## src/rtl/tl_phase_fsm_pkg.sv

```systemverilog
// Shared types for the traffic-light phase controller: phase/sub-state enums,
// lamp encodings, default durations and the normal phase successor.
package tl_pkg;

    typedef enum logic [2:0] {
        MAIN_G    = 3'd0,
        MAIN_Y    = 3'd1,
        ALL_RED_A = 3'd2,
        SIDE_G    = 3'd3,
        SIDE_Y    = 3'd4,
        ALL_RED_B = 3'd5,
        PED_WALK  = 3'd6,
        FLASH     = 3'd7
    } phase_e;

    typedef enum logic [1:0] {
        LOAD   = 2'd0,
        SETTLE = 2'd1,
        RUN    = 2'd2
    } sub_e;

    // Lamp encodings are {R,Y,G}
    localparam logic [2:0] RED = 3'b100;
    localparam logic [2:0] YEL = 3'b010;
    localparam logic [2:0] GRN = 3'b001;
    localparam logic [2:0] OFF = 3'b000;

    localparam int DEF_T_MAIN_G = 30;
    localparam int DEF_T_SIDE_G = 20;
    localparam int DEF_T_YELLOW = 4;
    localparam int DEF_T_ALLRED = 2;
    localparam int DEF_T_PED    = 10;

    function automatic phase_e next_phase(input phase_e p, input logic ped);
        case (p)
            MAIN_G:    return MAIN_Y;
            MAIN_Y:    return ALL_RED_A;
            ALL_RED_A: return SIDE_G;
            SIDE_G:    return SIDE_Y;
            SIDE_Y:    return ALL_RED_B;
            ALL_RED_B: return ped ? PED_WALK : MAIN_G;
            PED_WALK:  return MAIN_G;
            FLASH:     return ALL_RED_B;
            default:   return ALL_RED_B;
        endcase
    endfunction

endpackage

```

## src/rtl/tl_phase_fsm_if.sv

```systemverilog
// Handshake between the phase controller and the downstream seconds timer.
interface tl_phase_fsm_if;
    logic        timer_enable;
    logic        timer_reset;
    logic [15:0] timer_seconds;
    logic        timer_finished;

    modport master (output timer_enable, output timer_reset, output timer_seconds,
                    input timer_finished);
    modport slave  (input timer_enable, input timer_reset, input timer_seconds,
                    output timer_finished);
endinterface

```

## src/rtl/tl_phase_fsm_light_decode.sv

```systemverilog
// Phase (+ night blink bit) to lamp pattern; purely combinational.
// Flashing lamps only exist when NIGHT_FLASH_EN is defined.
module tl_light_decode
    import tl_pkg::*;
(
    input  phase_e     phase,
    input  logic       blink,
    output logic [2:0] main_light,
    output logic [2:0] side_light,
    output logic       ped_walk
);

`ifndef NIGHT_FLASH_EN
    logic unused_blink_s;
    assign unused_blink_s = blink;
`endif

    // Lamp pattern per phase; anything unexpected shows all-red
    always_comb begin
        main_light = RED;
        side_light = RED;
        ped_walk   = 1'b0;
        case (phase)
            MAIN_G:   main_light = GRN;
            MAIN_Y:   main_light = YEL;
            SIDE_G:   side_light = GRN;
            SIDE_Y:   side_light = YEL;
            PED_WALK: ped_walk   = 1'b1;
            FLASH: begin
`ifdef NIGHT_FLASH_EN
                main_light = blink ? YEL : OFF;
                side_light = blink ? RED : OFF;
`else
                main_light = RED;
                side_light = RED;
`endif
            end
            default: begin
                main_light = RED;
                side_light = RED;
                ped_walk   = 1'b0;
            end
        endcase
    end

endmodule

```

## src/rtl/tl_phase_fsm.sv

```systemverilog
// Traffic-light phase sequencer driving a seconds timer via tl_phase_fsm_if.
// Optional night flashing mode is built when NIGHT_FLASH_EN is defined.
module tl_phase_fsm
    import tl_pkg::*;
#(
    parameter int T_MAIN_G = DEF_T_MAIN_G,
    parameter int T_SIDE_G = DEF_T_SIDE_G,
    parameter int T_YELLOW = DEF_T_YELLOW,
    parameter int T_ALLRED = DEF_T_ALLRED,
    parameter int T_PED    = DEF_T_PED
) (
    input  logic                 CLK,
    input  logic                 reset,
    input  logic                 ped_req,
    input  logic                 night,
    tl_phase_fsm_if.master       tmr,
    output logic [2:0]           main_light,
    output logic [2:0]           side_light,
    output logic                 ped_walk,
    output logic                 ped_pending
);

    phase_e      phase_r, phase_nxt_s;
    sub_e        sub_r, sub_nxt_s;
    logic        blink_r, blink_nxt_s;
    logic        ped_pending_r, ped_set_s, ped_nxt_s;
    logic        timer_enable_r;
    logic        timer_reset_r, timer_reset_s;
    logic [15:0] timer_seconds_r, timer_seconds_s;
    logic [2:0]  main_light_r, side_light_r, main_light_s, side_light_s;
    logic        ped_walk_r, ped_walk_s;

`ifndef NIGHT_FLASH_EN
    logic unused_night_s;
    assign unused_night_s = night;
`endif

    function automatic logic [15:0] phase_seconds(input phase_e p);
        case (p)
            MAIN_G:    return 16'(T_MAIN_G);
            MAIN_Y:    return 16'(T_YELLOW);
            ALL_RED_A: return 16'(T_ALLRED);
            SIDE_G:    return 16'(T_SIDE_G);
            SIDE_Y:    return 16'(T_YELLOW);
            ALL_RED_B: return 16'(T_ALLRED);
            PED_WALK:  return 16'(T_PED);
            FLASH:     return 16'd1;
            default:   return 16'(T_ALLRED);
        endcase
    endfunction

    // State and registered outputs
    always_ff @(posedge CLK) begin
        if (reset) begin
            phase_r         <= ALL_RED_B;
            sub_r           <= LOAD;
            blink_r         <= 1'b0;
            ped_pending_r   <= 1'b0;
            timer_enable_r  <= 1'b1;
            timer_reset_r   <= 1'b1;
            timer_seconds_r <= 16'(T_ALLRED);
            main_light_r    <= RED;
            side_light_r    <= RED;
            ped_walk_r      <= 1'b0;
        end else begin
            phase_r         <= phase_nxt_s;
            sub_r           <= sub_nxt_s;
            blink_r         <= blink_nxt_s;
            ped_pending_r   <= ped_nxt_s;
            timer_enable_r  <= 1'b1;
            timer_reset_r   <= timer_reset_s;
            timer_seconds_r <= timer_seconds_s;
            main_light_r    <= main_light_s;
            side_light_r    <= side_light_s;
            ped_walk_r      <= ped_walk_s;
        end
    end

    // Next phase/sub-state; the successor decision already sees this cycle's request
    always_comb begin
        phase_nxt_s = phase_r;
        sub_nxt_s   = sub_r;
        blink_nxt_s = blink_r;
        ped_set_s   = ped_pending_r | (ped_req & (phase_r != PED_WALK));
        case (sub_r)
            LOAD:   sub_nxt_s = SETTLE;
            SETTLE: sub_nxt_s = RUN;
            RUN: begin
                if (tmr.timer_finished) begin
                    sub_nxt_s   = LOAD;
                    phase_nxt_s = next_phase(phase_r, ped_set_s);
`ifdef NIGHT_FLASH_EN
                    if (night) begin
                        phase_nxt_s = FLASH;
                        blink_nxt_s = (phase_r == FLASH) ? ~blink_r : 1'b1;
                    end else begin
                        blink_nxt_s = 1'b0;
                    end
`endif
                end else begin
                    sub_nxt_s = RUN;
                end
            end
            default: begin
                sub_nxt_s   = LOAD;
                phase_nxt_s = ALL_RED_B;
            end
        endcase
        // Entering the walk serves the request; clear beats a simultaneous set
        ped_nxt_s = ((sub_nxt_s == LOAD) && (phase_nxt_s == PED_WALK)) ? 1'b0 : ped_set_s;
    end

    // Timer controls follow the state being entered
    always_comb begin
        timer_reset_s   = (sub_nxt_s == LOAD);
        timer_seconds_s = phase_seconds(phase_nxt_s);
    end

    tl_light_decode u_light_decode (
        .phase      (phase_nxt_s),
        .blink      (blink_nxt_s),
        .main_light (main_light_s),
        .side_light (side_light_s),
        .ped_walk   (ped_walk_s)
    );

    assign tmr.timer_enable  = timer_enable_r;
    assign tmr.timer_reset   = timer_reset_r;
    assign tmr.timer_seconds = timer_seconds_r;
    assign main_light        = main_light_r;
    assign side_light        = side_light_r;
    assign ped_walk          = ped_walk_r;
    assign ped_pending       = ped_pending_r;

endmodule

```

## src/flat_wrapper.sv

```systemverilog
// flat-port wrapper written by rule: the top's interface ports become plain ports
module tl_phase_fsm_flat import tl_pkg::*;
#(
    parameter int T_MAIN_G = DEF_T_MAIN_G,
    parameter int T_SIDE_G = DEF_T_SIDE_G,
    parameter int T_YELLOW = DEF_T_YELLOW,
    parameter int T_ALLRED = DEF_T_ALLRED,
    parameter int T_PED    = DEF_T_PED
)
  (CLK, reset, ped_req, night, main_light, side_light, ped_walk, ped_pending, tmr_timer_enable, tmr_timer_reset, tmr_timer_seconds, tmr_timer_finished);
  tl_phase_fsm_if tmr_i ();
  input  logic CLK;
  input  logic reset;
  input  logic ped_req;
  input  logic night;
  output logic [2:0] main_light;
  output logic [2:0] side_light;
  output logic ped_walk;
  output logic ped_pending;
  output wire logic [$bits(tmr_i.timer_enable)-1:0] tmr_timer_enable;
  output wire logic [$bits(tmr_i.timer_reset)-1:0] tmr_timer_reset;
  output wire logic [$bits(tmr_i.timer_seconds)-1:0] tmr_timer_seconds;
  input wire logic [$bits(tmr_i.timer_finished)-1:0] tmr_timer_finished;
  assign tmr_timer_enable = tmr_i.timer_enable;
  assign tmr_timer_reset = tmr_i.timer_reset;
  assign tmr_timer_seconds = tmr_i.timer_seconds;
  assign tmr_i.timer_finished = tmr_timer_finished;
  tl_phase_fsm #(.T_MAIN_G(T_MAIN_G), .T_SIDE_G(T_SIDE_G), .T_YELLOW(T_YELLOW), .T_ALLRED(T_ALLRED), .T_PED(T_PED)) u_core (.CLK(CLK), .reset(reset), .ped_req(ped_req), .night(night), .tmr(tmr_i), .main_light(main_light), .side_light(side_light), .ped_walk(ped_walk), .ped_pending(ped_pending));
endmodule
```

## config.mk

```make
export PLATFORM = sky130hd
export DESIGN_NAME = tl_phase_fsm_flat
export DESIGN_NICKNAME = d
export VERILOG_FILES = /design/src/rtl/tl_phase_fsm_pkg.sv /design/src/rtl/tl_phase_fsm_if.sv /design/src/rtl/tl_phase_fsm_light_decode.sv /design/src/rtl/tl_phase_fsm.sv /design/src/flat_wrapper.sv
export SDC_FILE = /design/constraint.sdc
export NUM_CORES = 1
export LEC_CHECK = 0
export BUFFER_PORTS_ARGS = -buffer_cell sky130_fd_sc_hd__buf_4
export CAP_MARGIN = 20
export CORE_MARGIN = 3
export CORE_UTILIZATION = 28
export DETAILED_ROUTE_END_ITERATION = 12
export PLACE_DENSITY = 0.58
export SYNTH_ARGS = -nofsm -noshare
export SYNTH_HDL_FRONTEND = slang
export SYNTH_SLANG_ARGS = --single-unit
```

## constraint.sdc

```tcl
create_clock -name CLK -period 1.95 [get_ports CLK]
set_input_delay 0.0975 -clock CLK [delete_from_list [all_inputs] [get_ports CLK]]
set_output_delay 0.0975 -clock CLK [all_outputs]
set_load 0.01 [all_outputs]
```

# ---- Yosys cells after proc, flatten, opt, wreduce, memory -nomap -nowiden
# Memory sizes are Yosys's and may differ from the RTL's. A register that Yosys moved wholly into a read port is not among the register bits.
# Index checks and enable logic that the tools add are counted.
# Widths: inputs -> output; s select.
dict set report op_classes {
  n_addsub 0
  n_mul 0
  div_mod_pow 0
  n_lt_le_gt_ge 0
  n_eq_ne 14
  n_shift 0
  mux 9
  n_bitwise 2
  reduce_logical 8
}
# cell count
set op_table {}
lappend op_table {{$pmux 3 s7} 1}
lappend op_table {{$eq 3x3->1 const B} 6}
lappend op_table {{$pmux 3 s2} 3}
lappend op_table {{$eq 3x2->1 const B} 3}
lappend op_table {{$eq 3x1->1 const B} 2}
lappend op_table {{$logic_not 3->1} 2}
lappend op_table {{$mux 3} 2}
lappend op_table {{$pmux 2 s3} 1}
lappend op_table {{$reduce_or 2->1} 3}
lappend op_table {{$logic_not 2->1} 2}
lappend op_table {{$ne 3x3->1 const B} 1}
lappend op_table {{$eq 2x1->1 const B} 1}
lappend op_table {{$eq 2x2->1 const B} 1}
lappend op_table {{$mux 2} 1}
lappend op_table {{$and 1x1->1} 1}
lappend op_table {{$logic_and 1x1->1} 1}
lappend op_table {{$mux 1} 1}
lappend op_table {{$or 1x1->1} 1}
dict set report totals {
  register_bits 30
  latch_bits 0
  mem_bits_rw 0
  romBits 40
  in_bits 5
  out_inout_bits 26
  word_cells 42
  mem_count 1
}
# name depth word_bits read_ports rd_clocked_by_memory_dff wr line_no
set mem_list {}
lappend mem_list {{(name not given)} 8 5 1 1 0 tl_phase_fsm.sv:39} ;# case (p)

# ---- Depth between registers and ports, before layout
dict set report depth {
  ltp_word 10
  mapped_depth 9
  mapped_depth_nobuf 7
}

# ---- Cells and area by module
# From an unflattened synthesis, not the netlist that was laid out.
dict set report hier_totals {
  hier_cells 95
  area_unflattened_um2 879.6
}
# module n_inst cells_per_inst area_each_um2 seq_area_each_um2
set modules_own_cells {}
lappend modules_own_cells {tl_phase_fsm 1 87 820.8 380.4}
lappend modules_own_cells {tl_light_decode 1 8 58.8 0.0}

# ---- Worst setup path after synthesis
# No wires, ideal clock.
dict set report synth_timing {
  path_type {reg2reg}
  from {reg u_core.sub_r[1]}
  to {reg u_core.timer_seconds_r[1], in the netlist u_core.tmr.timer_seconds[1]}
  setup_ns 0.120
  arrival_time_ns 1.670
  required_time_ns 1.830
  path_slack_ns 0.160
  path_stages_with_launch 10
  n_path_buf 2
  synth_period_minus_slack_ns 1.790
  cell_sequence {dfxtp_1 buf_4 and3b_1 and3_4 or2_1 buf_6 ha_1 nor2_1 o21ai_0 o31a_1}
}
dict set report synth_between {
  elab_chain_len 3
  word_cells_on_any_way 5
  cone_classes {2 x eq/ne; 1 x mux; 2 x reduce/logical}
}
# element line_no
set synth_rtl {}
lappend synth_rtl {{from (decl)} tl_phase_fsm.sv:24} ;# sub_e sub_r, sub_nxt_s;
lappend synth_rtl {{from (signal assigned)} tl_phase_fsm.sv:67} ;# sub_r <= sub_nxt_s;
lappend synth_rtl {{$eq 2x1->1 / $logic_not 2->1 (equally long branches)} tl_phase_fsm.sv:85} ;# case (sub_r)
lappend synth_rtl {{$reduce_or 2->1 (no source line)} n/a}
lappend synth_rtl {{$pmux 3 s2 (*)} tl_phase_fsm.sv:85}
lappend synth_rtl {{to (decl)} tl_phase_fsm.sv:29} ;# logic [15:0] timer_seconds_r, timer_seconds_s;
# Every way passes the cells marked *; elsewhere a longest branch is shown, timed or not.
# A chain may end at the register's enable or synchronous reset.

# ---- Final worst setup path
dict set report layout_timing {
  from {reg u_core.phase_r[2]}
  to {reg u_core.timer_seconds_r[1], in the netlist u_core.tmr.timer_seconds[1]}
}
dict set report layout_between {
  elab_chain_len 7
  word_cells_on_any_way 16
  cone_classes {8 x eq/ne; 4 x mux; 2 x bitwise; 2 x reduce/logical}
}
# element line_no
set layout_rtl {}
lappend layout_rtl {{from (decl)} tl_phase_fsm.sv:23} ;# phase_e phase_r, phase_nxt_s;
lappend layout_rtl {{from (signal assigned)} tl_phase_fsm.sv:66} ;# phase_r <= phase_nxt_s;
lappend layout_rtl {{$ne 3x3->1} tl_phase_fsm.sv:84} ;# ped_set_s = ped_pending_r | (ped_req & (phase_r != PED_WALK));
lappend layout_rtl {{$and 1x1->1} tl_phase_fsm.sv:84}
lappend layout_rtl {{$or 1x1->1} tl_phase_fsm.sv:84}
lappend layout_rtl {{$mux 3} tl_phase_fsm_pkg.sv:41} ;# ALL_RED_B: return ped ? PED_WALK : MAIN_G;
lappend layout_rtl {{$pmux 3 s7} tl_phase_fsm_pkg.sv:35} ;# case (p)
lappend layout_rtl {{$mux 3} tl_phase_fsm.sv:89} ;# if (tmr.timer_finished) begin
lappend layout_rtl {{$pmux 3 s2 (*)} tl_phase_fsm.sv:85}
# Marked as above.

==> impl_metrics.ini <==
[status]
status = finished clean

[sta]
whs_ns = 0.0388
min_period_over_period_pct = 96.6
setup-tns-final_ns = 0
max_freq_mhz = 531
setup_violations = 0
hold_violations = 0
drv_slew = 0
min_period_ns = 1.88
finalClockSkew_ns = 0.00289

[floorplan]
die_h_um = 61.4
die_w_um = 61.4
ioPinCount = 31
initial_core_util_pct = 30.3
num_rows = 19
coreArea_sq_mm = 0.00283
die-area_sq_mm = 0.00377

[power]
clock_power_share_pct = 24.1
powerDensity_mw_per_mm2 = 778
ir_worst_vdd_v = 0.000201
seq_power_share_pct = 54.5
leakagePower_nw = 0.468
switching_share_pct = 28.5
switchingPower_mw = 0.227
internal_power_mw = 0.569
combPwrFrac_pct = 21.5

[final_layout]
syn2layout_area_growth_pct = 19.1
finalNonFillerCells = 145
drive_above_1_share_pct = 29.8
nets = 124
antenna_cells = 0
finalInstanceArea_sq_mm = 0.00102

[synth]
synth_top_area_cell = dfxtp_1
synth_edf_count = 0
synthSimpleGateAreaFrac_pct = 16.6
synth_common_cells = 19 x dfxtp_1, 13 x buf_4, 9 x nor2_1
synth-seq-area-share_pct = 44.3
synth_xor_xnor_area_share_pct = 0
synth-main-ff-cell = dfxtp_1
synth_warnings = 0
muxShareOfSynthArea_pct = 0
ys_ff_latch = 19
synth_compound_area_share_pct = 16.0
synth.most_common_cell = dfxtp_1
ys_types = 30
synth-adder-area-share_pct = 5.83
syn_inst = 95
netlist.area_leader.share_pct = 44.3
async_reset_ff_share_pct = 0
synth_area_sq_um = 858
synth.avg_cell_area_sq_um = 9.03
synth_top_family_by_area = simple AND/OR/NAND/NOR gates
synthTopCellsByArea = dfxtp_1 44%, buf_4 11%, ha_1 5.8%, nor2_1 3.9%, o21ai_0 2.9%

[clock_tree]
cts.sink_count = 19
hold_buffers = 0
clockRootBuffer = clkbuf_4
clkTransAtPathRegs_ns = 0.10
htreeDepth = 1
cts_buffers = 3
clock_latency_ns = 0.29
cts_tree = yes
clockBufferDepth = 2

[placement]
io_buffers = 17
post_dp_cell_area_sq_um = 960
dpl.hpwl_um = 1190
gp_congestion = 0.847
numPlacedInstances = 139

[setup_path]
max_stage_delay_ns = 0.49
worstPathCellList = or3b_2 > a31oi_4 > or2_4 > ha_1 > nor2_1 > o21ai_0 > o31a_1
slowest_stage = or3b_2
startpoint_type = register
path_max_fanout = 5
endpoint_kind = register
cp_data_arrival_time_ns = 2.07
cp_top_family = simple AND/OR/NAND/NOR gates
critPathKind = reg -> reg
worstPathRequired_ns = 2.14
path_buf_inv = 0

[route]
remaining_drc_errors = 0
vias_per_cell = 4.56
wl_per_cell_um = 11.2
vias = 661
drt-total-wl_um = 1630
postRouteAntennaNets = 0
first_iter_violations = 3
drt-pass1-iter-count = 4

[grt]
overflow = 0
grt_pass1_vias = 558
gr-usage-all-layers_pct = 8.82
antenna_found_initial = 0
grt_max_degree = 12
grt_pass1_wl_um = 2480

[run]
maxCapViolCount = 0

[min_path]
holdCritPathClass = in -> reg
-- power groups by stage --
stage | logic [mW] | clock network [mW] | registers (mW)
6_report | 0.171 | 0.191 | 0.433
5_1_grt | 0.192 | 0.209 | 0.436
4_1_cts | 0.158 | 0.197 | 0.431
3_5_place_dp | 0.157 | 0 | 0.440
3_3_place_gp | 0.157 | 0 | 0.439
2_1_floorplan | 0.119 | 0 | 0.446
-- worst register-to-register path, delay by kind of cell, from the launching register on --
family	cells	cell delay (ns)
adder cells (fa/ha/maj)	1	0.24
AND/OR/NAND/NOR	3	0.77
flip-flops	1	0.37
AO/OA/AOI/OAI	3	0.41
-- path summary, 6_finish.rpt --
| path | startpoint | endpoint | slack (ns) | cells after the start |
|---|---|---|---|---|
| setup / recovery | u_core.phase_r[2] | u_core.tmr.timer_seconds[1] | 0.07 | 7 |
| hold / removal | reset | u_core.sub_r[0] | 0.04 | 2 |
| setup reg to reg | u_core.phase_r[2] | u_core.tmr.timer_seconds[1] | 0.07 | 7 |
| hold reg to reg | u_core.sub_r[0] | u_core.sub_r[0] | 0.50 | 1 |
-- per-stage QoR --
step	utilization, %	setup slack (ns)	total power [mW]
finish	36.1	0.0664	0.795
global route	36.1	-0.0288	0.837
CTS	34.9	0.0549	0.786
detailed placement	33.9	0.0770	0.598
global placement	33.9	0.121	0.597
floorplan	-	0.160	0.564
-- flip-flops by register name, indices dropped and copies added (netlist names) --
name                      count
u_core.phase_r                3
u_core.ped_pending            1
u_core.tmr.timer_seconds      5
u_core.side_light             3
u_core.ped_walk               1
u_core.tmr.timer_reset        1
u_core.main_light             3
u_core.sub_r                  2
-- per-layer routing --
metal / GRT usage [%] / part of all wire (%) / up-vias
li1: - / - / 327
met1: 12.2 / 44 / 304
met2: 13.1 / 47 / 26
met3: 2.10 / 6.9 / 4
met4: 3.64 / 1.6 / 0
met5: 0 / 0 / -
-- repair_timing --
item	4_1_cts	5_1_grt
setup buffers	0	2
setup endpoints to repair	0	2
resized for setup	0	5
-- placed cells by master (no fill, tap or decap), types with 3 or more instances in the layout --
master	n
nor2_1	9
nand2_1	6
conb_1	12
dfxtp_1	17
clkbuf_4	3
buf_4	21
o21ai_0	5
inv_1	6
nor3_1	4
ha_1	4
-- final cells by class --
type / instances / area, sq um
Timing Repair Buffer: 21 / 158
Clock buffer: 3 / 22.5
Multi-Input combinational cell: 64 / 393
Sequential cell: 19 / 383
Fill cell: 291 / 1810
Clock inverter: 1 / 5.00
Inverter: 6 / 22.5
Tap cell: 31 / 38.8
-- logic make-up (layout without fill, tap and decap cells) --
logic type | count (synthesis) | after routing
other | 2 | 12
adder cells (fa/ha/maj) | 4 | 4
flip-flops | 19 | 19
AO/OA/AOI/OAI | 20 | 20
AND/OR/NAND/NOR | 28 | 28
buffers and inverters | 22 | 31
No activity file was read; power rests on OpenSTA's default activity.
